<file path="config.mk">
export PLATFORM = sky130hd
export DESIGN_NAME = seg_scan_ctrl
export DESIGN_NICKNAME = d
export VERILOG_FILES = /design/src/rtl/seg_pkg.sv /design/src/rtl/scan_tick.sv /design/src/rtl/seg_scan_ctrl.sv
export SDC_FILE = /design/constraint.sdc
export NUM_CORES = 1
export LEC_CHECK = 0
export CORE_ASPECT_RATIO = 0.9
export CORE_MARGIN = 2
export CORE_UTILIZATION = 40
export CTS_BUF_LIST = sky130_fd_sc_hd__clkbuf_8
export CTS_CLUSTER_DIAMETER = 80
export DETAILED_ROUTE_END_ITERATION = 7
export DONT_BUFFER_PORTS = 1
export GPL_TIMING_DRIVEN = 1
export PLACE_DENSITY = 0.51
export SETUP_SLACK_MARGIN = 0.2
export SLEW_MARGIN = 5
export SYNTH_ARGS = -nofsm -noshare
export SYNTH_HDL_FRONTEND = slang
export SYNTH_SLANG_ARGS = --single-unit
</file>
<file path="constraint.sdc">
create_clock -name clk -period 5.1 [get_ports clk]
set_input_delay 0.51 -clock clk [delete_from_list [all_inputs] [get_ports clk]]
set_output_delay 0.51 -clock clk [all_outputs]
set_load 0.1 [all_outputs]
</file>
<file path="src/rtl/seg_pkg.sv">
// seg_pkg: shared constants and active-low hex font for seg_scan_ctrl
package seg_pkg;
  localparam logic [6:0] SEG_BLANK = 7'h7F;
  localparam int NUM_DIGITS = 4;
  localparam logic [6:0] FONT [16] = '{
    7'h40, 7'h79, 7'h24, 7'h30, 7'h19, 7'h12, 7'h02, 7'h78,
    7'h00, 7'h10, 7'h08, 7'h03, 7'h46, 7'h21, 7'h06, 7'h0E
  };
  function automatic logic [6:0] seg_font(input logic [3:0] v);
    return FONT[v];
  endfunction
endpackage

</file>
<file path="src/rtl/scan_tick.sv">
// scan_tick: free-running SCAN_DIV prescaler with a wrap strobe on its last count
module scan_tick #(
  parameter int unsigned SCAN_DIV = 50000,
  localparam int unsigned CW = (SCAN_DIV > 1) ? $clog2(SCAN_DIV) : 1
) (
  input  logic          clk,
  input  logic          rst_n,
  output logic [CW-1:0] o_cnt,
  output logic          o_wrap
);
  logic [CW-1:0] r_cnt;
  assign o_wrap = r_cnt == CW'(SCAN_DIV - 1);
  assign o_cnt  = r_cnt;
  always_ff @(posedge clk or negedge rst_n) begin
    if (!rst_n) r_cnt <= '0;
    else        r_cnt <= o_wrap ? '0 : r_cnt + 1'b1;
  end
endmodule

</file>
<file path="src/rtl/seg_scan_ctrl.sv">
// seg_scan_ctrl: double-buffered 4-digit seven-segment scanner with guard blanking.
// Define SEG_BLINK_EN to build the per-digit blink logic.
module seg_scan_ctrl
  import seg_pkg::*;
#(
  parameter int unsigned SCAN_DIV     = 50000,
  parameter int unsigned GUARD        = 2,
  parameter int unsigned BLINK_FRAMES = 64
) (
  input  logic                  clk,
  input  logic                  rst,
  input  logic [15:0]           digit_val,
  input  logic [NUM_DIGITS-1:0] digit_en,
  input  logic [NUM_DIGITS-1:0] blink_mask,
  input  logic                  load,
  output logic [6:0]            seg,
  output logic [NUM_DIGITS-1:0] an,
  output logic                  frame_start
);
  localparam int unsigned CW = (SCAN_DIV > 1) ? $clog2(SCAN_DIV) : 1;
  logic [CW-1:0]         w_cnt;
  logic                  w_wrap, w_fend, w_phase;
  logic [3:0]            w_dval;
  logic [1:0]            r_idx;
  logic                  r_pend;
  logic [15:0]           r_pd_val, r_sh_val;
  logic [NUM_DIGITS-1:0] r_pd_en, r_pd_blink, r_sh_en, r_sh_blink;
  scan_tick #(.SCAN_DIV(SCAN_DIV)) u_tick (
    .clk   (clk),
    .rst_n (rst),
    .o_cnt (w_cnt),
    .o_wrap(w_wrap)
  );
  assign w_fend = w_wrap && (r_idx == 2'd3);
  assign w_dval = r_sh_val[{r_idx, 2'b00} +: 4];
  // A load on the frame-end edge bypasses pending so it lands in the very next frame.
  always_ff @(posedge clk or negedge rst) begin
    if (!rst) begin
      r_idx      <= '0;
      r_pend     <= 1'b0;
      r_pd_val   <= '0;
      r_pd_en    <= '0;
      r_pd_blink <= '0;
      r_sh_val   <= '0;
      r_sh_en    <= '0;
      r_sh_blink <= '0;
    end else begin
      if (w_wrap) r_idx <= r_idx + 2'd1;
      if (load) begin
        r_pd_val   <= digit_val;
        r_pd_en    <= digit_en;
        r_pd_blink <= blink_mask;
      end
      if (w_fend && load) begin
        r_sh_val   <= digit_val;
        r_sh_en    <= digit_en;
        r_sh_blink <= blink_mask;
        r_pend     <= 1'b0;
      end else if (w_fend && r_pend) begin
        r_sh_val   <= r_pd_val;
        r_sh_en    <= r_pd_en;
        r_sh_blink <= r_pd_blink;
        r_pend     <= 1'b0;
      end else if (load) begin
        r_pend <= 1'b1;
      end
    end
  end
`ifdef SEG_BLINK_EN
  localparam int unsigned FW = (BLINK_FRAMES > 1) ? $clog2(BLINK_FRAMES) : 1;
  logic [FW-1:0] r_fcnt;
  logic          r_phase;
  always_ff @(posedge clk or negedge rst) begin
    if (!rst) begin
      r_fcnt  <= '0;
      r_phase <= 1'b0;
    end else if (w_fend) begin
      r_fcnt  <= (32'(r_fcnt) == BLINK_FRAMES - 1) ? '0 : r_fcnt + 1'b1;
      r_phase <= (32'(r_fcnt) == BLINK_FRAMES - 1) ? ~r_phase : r_phase;
    end
  end
  assign w_phase = r_phase;
`else
  assign w_phase = 1'b0 & |BLINK_FRAMES;
`endif
  always_ff @(posedge clk or negedge rst) begin
    if (!rst) begin
      seg         <= SEG_BLANK;
      an          <= '1;
      frame_start <= 1'b0;
    end else begin
      seg         <= (!r_sh_en[r_idx] || (r_sh_blink[r_idx] && w_phase)) ? SEG_BLANK : seg_font(w_dval);
      an          <= (32'(w_cnt) < GUARD) ? 4'hF : ~(4'b0001 << r_idx);
      frame_start <= (r_idx == 2'd0) && (w_cnt == '0);
    end
  end
endmodule

</file>
==> flow_metrics.env, run 1 <==
export IMPL_relSlewSlack=0.4263
export IMPL_pre_cts_slack_ns=2.806
export IMPL_synth_common_cells="dfrtp_1, mux2_2, a22oi_1, o2bb2ai_1, nand2_1"
export IMPL_routed_wl_um=6216
export IMPL_fin_hold_ws_ns=0.03259
export IMPL_ff2ff_path_depth=6
export IMPL_layout_setup_ws_ns=2.844
export IMPL_criticalPathCategory="reg -> reg"
export IMPL_cp_arrival_ns=2.54
export IMPL_path_buf_inv=2
export IMPL_outcome="completed"
export IMPL_io_pins=39
export IMPL_tightest_slew_ns=0.8611
export IMPL_nets=305
export IMPL_grt_max_degree=72
export IMPL_final_hold_viol_count=0
export IMPL_worst_ep_required_time_ns=5.38
export IMPL_start_util=0.4136
export IMPL_p_leak_nw=1.504
export IMPL_synth_warnings=0
export IMPL_rsz0062_at_grt="false"
export IMPL_synthArstFlopShare=1.000
export IMPL_yosysUniqueCellTypes=37
export IMPL_drive_gt1_frac=0.2214
export IMPL_synth_fp_nets=306
export IMPL_clk_latency_ns=0.34
export IMPL_netlist_top_cells_area="dfrtp_1, dfstp_2, mux2_2"
export IMPL_fin_tns_setup_ns=0
export IMPL_clock_path_buffers=2
export IMPL_cts_setup_buffers=0
export IMPL_multi_input_area_sq_mm=0.001424
export IMPL_dr_wl_met2_um=2469
export IMPL_grt_pass1_wl_um=10520
export IMPL_instances_no_fill=370
export IMPL_synth_area_per_cell_sq_um=12.50
export IMPL_synth_ff_type="dfrtp_1"
export IMPL_hp_class="in -> async"
export IMPL_die_w_um=100.3
export IMPL_wl_met3_um=390
export IMPL_fmaxAchievable_mhz=443.2
export IMPL_period_share=0.4424
export IMPL_clock_sinks=71
export IMPL_yosys_area_share_adder=0.04499
export IMPL_cp_cell_sequence="mux4_2 > inv_1 > ha_1 > inv_1 > mux4_2 > nand2b_1"
export IMPL_end_kind="flip-flop"
export IMPL_antenna_cells=0
export IMPL_vias_per_cell=5.481
export IMPL_num_vias=2028
export IMPL_core_rowCount=31
export IMPL_regArea_sq_mm=0.001790
export IMPL_die_area_sq_mm=0.009090
export IMPL_yosysTopAreaCell="dfrtp_1"
export IMPL_synth_simple_area_share=0.1035
export IMPL_drtIter0Drc=113
export IMPL_placed_area_sq_mm=0.003391
export IMPL_clockRootBuffer="clkbuf_8"
export IMPL_numCtsBuffers=9
export IMPL_nFillCells=785
export IMPL_antenna_found_initial=0
export IMPL_start_kind="flip-flop"
export IMPL_avgRoutedWirePerCell_um=16.80
export IMPL_dp_cells=353
export IMPL_h_tree_depth=3
export IMPL_setup_violations=0
export IMPL_coreArea_sq_mm=0.008068
export IMPL_cpMaxStageDelayCell="mux4_2"
export IMPL_synthCells=267
export IMPL_synth_compound_area_frac=0.1267
export IMPL_syn_area_sq_mm=0.003337
export IMPL_p_total_mw=1.173
export IMPL_power_density_mw_per_mm2=323.4
export IMPL_fin_util=0.4494
export IMPL_wirelength_met1_um=3299
export IMPL_cp_max_fo=8
export IMPL_ant_nets=0
export IMPL_die_y_um=90.65
export IMPL_drc_errors=0
export IMPL_max_stage_delay_ns=0.64
export IMPL_syn_to_final_growth_pct=8.662
export IMPL_clk_pin_slew_ns=0.08
export IMPL_cts_tree="yes"
export IMPL_netlist_area_leader_share=0.4499
export IMPL_slew_viol_final=0
export IMPL_skew_ns=0.009554
export IMPL_synthMuxAreaShare=0.1174
export IMPL_cp_top_family="multiplexers"
export IMPL_grt_use_total=0.1526
export IMPL_peakVddDrop_v=0.0001526
export IMPL_cp_depth=6
export IMPL_drt_pass1_iterations=4
export IMPL_ys_seq_area_frac=0.5366
export IMPL_highest_layer="met4"
export IMPL_drv_cap=0
export IMPL_hpwl_um=4103
export IMPL_synth_xor_area_share=0.03412
export IMPL_grt_overflow=0
export IMPL_place_gp_congestion=0.7930
export IMPL_synth_most_common_cell="dfrtp_1"
export IMPL_synth_edf_count=0
export IMPL_min_period_ns=2.256
export IMPL_ys_ff_latch=71
export IMPL_fin_area_sq_mm=0.003626
export IMPL_grt_pass1_vias=1950
export IMPL_portBuffers=0
export IMPL_synth_top_family_by_area="compound AO/OA/AOI/OAI gates"
export IMPL_rrSetupSlack_ns=2.84
[cell families after synthesis]
family / after synthesis
muxes: 29
DFF: 71
and+or+nand+nor: 62
buffers and inverters: 26
adders and majority gates: 12
xor gates and xnor gates: 13
AOI/OAI and AO/OA: 54
[layer usage]
layer | track usage | up-vias
li1 | - | 981
met1 | 0.2452 | 992
met2 | 0.1851 | 51
met3 | 0.05805 | 4
met4 | 0.04452 | 0
met5 | 0 | -
[final cells by class]
type,instances,share of cell area
clock inverter,5,0.01553
timing repair buffer,2,0.009662
multi-input combinational,170,0.3927
clock buffer,11,0.04175
tap,99,0.03416
sequential,71,0.4938
inverter,12,0.01242
[worst paths after layout]
check                        startpoint              end
max in group asynchronous           rst           seg[6]
max reg2reg                    r_idx[0]           seg[3]
min reg2reg                 r_sh_val[8]      r_sh_val[8]
min in group clk           digit_val[5]      r_pd_val[5]
min                                 rst  u_tick.o_cnt[1]
max                            r_idx[0]           seg[3]
[timing repair]
| item | 4_1_cts | 5_1_grt |
|---|---|---|
| endpoints found under the hold margin | 71 | 0 |
| hold buffers | 1 | 0 |
| resized for setup | 0 | 0 |
[worst reg2reg max path, delay by kind of cell, from the launching register on]
kind / cells / cell delay, ns
buffers and inverters: 2 / 0.19
DFF: 1 / 0.61
muxes: 2 / 1.07
and+or+nand+nor: 1 / 0.15
adders and majority gates: 1 / 0.17
[report_power, final]
group | leakage, nW | internal (mW) | switching, mW | total, mW
combinational | 0.532 | 0.0393 | 0.0358 | 0.0751
clock | 0.105 | 0.252 | 0.214 | 0.466
sequential | 0.867 | 0.593 | 0.0383 | 0.632
total | 1.50 | 0.884 | 0.288 | 1.17
[state kept, by name, summed over array words and instances (netlist names)]
| name | flops |
|---|---|
| u_tick.o_cnt | 16 |
| frame_start | 1 |
| r_sh_en | 4 |
| an | 4 |
| r_pend | 1 |
| seg | 7 |
| r_idx | 2 |
| r_pd_en | 4 |
| r_sh_val | 16 |
| r_pd_val | 16 |
[placed cells by master, fill, tap and decap left out, types with 2 or more instances in the layout]
master	instances
a21oi_1	4
a22oi_1	20
and2_1	3
clkbuf_8	11
clkinv_2	2
dfrtp_1	60
dfstp_2	11
ha_1	12
inv_1	12
mux2_2	21
mux2i_1	2
mux4_2	6
nand2_1	14
nand2b_1	2
nand3_1	8
nand4_1	2
nor2_1	9
nor2b_1	5
nor3_1	5
nor4_1	3
o21ai_0	2
o221ai_1	6
o2bb2ai_1	20
o31ai_1	2
or3_1	2
xnor2_1	6
xor2_1	7
(Power assumes the default switching activity.)
==> run 2: changes to the inputs <==
--- a/config.mk
+++ b/config.mk
@@ -13,7 +13,7 @@
 export DETAILED_ROUTE_END_ITERATION = 7
 export DONT_BUFFER_PORTS = 1
 export GPL_TIMING_DRIVEN = 1
-export PLACE_DENSITY = 0.51
+export PLACE_DENSITY = 0.53
 export SETUP_SLACK_MARGIN = 0.2
 export SLEW_MARGIN = 5
 export SYNTH_ARGS = -nofsm -noshare
==> constraint.sdc (replaced) <==
create_clock -name clk -period 2.06 [get_ports clk]
set_input_delay 0.206 -clock clk [delete_from_list [all_inputs] [get_ports clk]]
set_output_delay 0.206 -clock clk [all_outputs]
set_load 0.1 [all_outputs]
==> run 2 against run 1 <==
Final area grew 16%. Total power grew to 2.9 times the previous value. Count of clock-buffer cells in the layout shrank 2. Combinational power grew to 3.2 times the previous value. Non-clock buffer count grew 46. Clock power grew to 3.5 times the previous value. Fmax grew 17%. Sequential share of layout area shrank 6.8 points. Via count grew 12%. Register-to-register slack lost 2.7 ns. Highest routed layer unchanged.
==> flow_metrics.env, run 2 (synthesized netlist as in run 1, its figures left out) <==
export IMPL_outcome="completed"
export IMPL_grt_pass1_vias=2196
export IMPL_fin_area_sq_mm=0.004205
export IMPL_avgRoutedWirePerCell_um=17.04
export IMPL_end_kind="flip-flop"
export IMPL_critical_path_most_common_cell="mux4_2"
export IMPL_h_tree_depth=3
export IMPL_fmaxAchievable_mhz=518.9
export IMPL_cp_max_fo=5
export IMPL_fin_tns_setup_ns=0
export IMPL_cp_cell_sequence="mux4_2 > inv_2 > ha_4 > inv_1 > mux4_2 > nand2b_4"
export IMPL_p_leak_nw=1.782
export IMPL_worst_ep_required_time_ns=2.34
export IMPL_tightest_slew_ns=0.4946
export IMPL_start_kind="flip-flop"
export IMPL_die_y_um=90.65
export IMPL_nets=353
export IMPL_place_gp_congestion=0.8316
export IMPL_numCtsBuffers=9
export IMPL_clock_path_buffers=2
export IMPL_start_util=0.4136
export IMPL_period_share=0.9355
export IMPL_fin_hold_ws_ns=0.01797
export IMPL_antenna_found_initial=0
export IMPL_die_w_um=100.3
export IMPL_skew_ns=0.007994
export IMPL_grt_pass1_wl_um=11340
export IMPL_grt_use_total=0.1621
export IMPL_num_vias=2275
export IMPL_clk_pin_slew_ns=0.08
export IMPL_coreArea_sq_mm=0.008068
export IMPL_drt_pass1_iterations=4
export IMPL_criticalPathCategory="reg -> reg"
export IMPL_max_stage_delay_ns=0.58
export IMPL_grt_overflow=0
export IMPL_relSlewSlack=0.6710
export IMPL_final_hold_viol_count=0
export IMPL_clk_latency_ns=0.35
export IMPL_power_density_mw_per_mm2=812.1
export IMPL_pre_cts_slack_ns=0.07438
export IMPL_dp_cells=372
export IMPL_placed_area_sq_mm=0.003533
export IMPL_hp_class="in -> reg"
export IMPL_layout_commonest_cell="dfrtp_1"
export IMPL_instances_no_fill=418
export IMPL_nFillCells=717
export IMPL_portBuffers=0
export IMPL_drive_gt1_frac=0.3103
export IMPL_io_pins=39
export IMPL_cts_tree="yes"
export IMPL_p_total_mw=3.415
export IMPL_grt_max_degree=72
export IMPL_layout_common_cells="dfrtp_1, buf_4, mux2_2"
export IMPL_setup_violations=0
export IMPL_cpMaxStageDelayCell="mux4_2"
export IMPL_antenna_cells=0
export IMPL_die_area_sq_mm=0.009090
export IMPL_peakVddDrop_v=0.0003641
export IMPL_cp_arrival_ns=2.21
export IMPL_syn_to_final_growth_pct=26.02
export IMPL_vias_per_cell=5.443
export IMPL_min_period_ns=1.927
export IMPL_ant_nets=0
export IMPL_drv_cap=0
export IMPL_drtIter0Drc=133
export IMPL_clock_sinks=71
export IMPL_hpwl_um=4295
export IMPL_core_rowCount=31
export IMPL_rsz0062_at_grt="true"
export IMPL_slew_viol_final=0
export IMPL_routed_wl_um=7122
export IMPL_clockRootBuffer="clkbuf_8"
export IMPL_drc_errors=0
export IMPL_fin_util=0.5212
export IMPL_layout_setup_ws_ns=0.1328
## run 2: changes by cell type in the layout (fill, tap and decap cells not counted), sizes merged
cell / delta
buf: +27
dlygate4sd3: +19
bufinv: +4
clkbuf: -2
clkinv: -2
clkinvlp: -1
inv: +1
mux4: +1
or4: +1
## run 2: routing by layer
layer  global-route usage  up-vias  wire length, um
met3              0.04876        7              287
li1                     -     1087                -
met4              0.05137        0               89
met1               0.2487     1141             3730
met2               0.2170       40             3015
met5                    0        -                0
## run 2: path summary, 6_finish.rpt
path                         startpoint     endpoint  slack (ns)  cells past startpoint
min in group asynchronous           rst  r_pd_val[3]        0.41                      2
max                            r_idx[0]       seg[3]        0.13                      6
max reg2reg                    r_idx[0]       seg[3]        0.13                      6
min reg2reg                 r_sh_val[8]  r_sh_val[8]        0.49                      1
max in group asynchronous           rst       seg[5]        1.32                      2
min                        digit_val[4]  r_pd_val[4]        0.02                      1
## run 2: report_power, final
part           internal (mW)  leakage (nW)  switching, mW
clock network           1.06         0.144          0.553
registers               1.47         0.865         0.0979
logic                  0.136         0.772          0.102
total                   2.66          1.78          0.754
## run 2: layout make-up
| cell class | count | area [sq um] | area share |
|---|---|---|---|
| clock inverters | 7 | 167.7 | 0.03987 |
| inverters | 12 | 45.04 | 0.01071 |
| flip-flops and latches | 71 | 1792 | 0.4261 |
| clock buffers | 9 | 123.9 | 0.02946 |
| multi-input cells | 172 | 1510 | 0.3591 |
| well taps | 99 | 123.9 | 0.02946 |
| repair buffers | 48 | 442.9 | 0.1053 |
## run 2: critical path: cells and delay by family, from the launching register on
kind	cells	cell delay, ns
adders and majority gates	1	0.14
muxes	2	1.02
DFF	1	0.41
and+or+nand+nor	1	0.14
buffers and inverters	2	0.15
## run 2: repair_timing
| item | CTS | global route |
|---|---|---|
| pin swaps | 1 | 3 |
| hold endpoints to repair | 89 | 0 |
| endpoints found under the setup margin | 9 | 27 |
| gates resized for setup | 3 | 11 |
| hold buffers | 20 | 0 |
| buffers inserted | 3 | 5 |
| gates cloned | 0 | 2 |
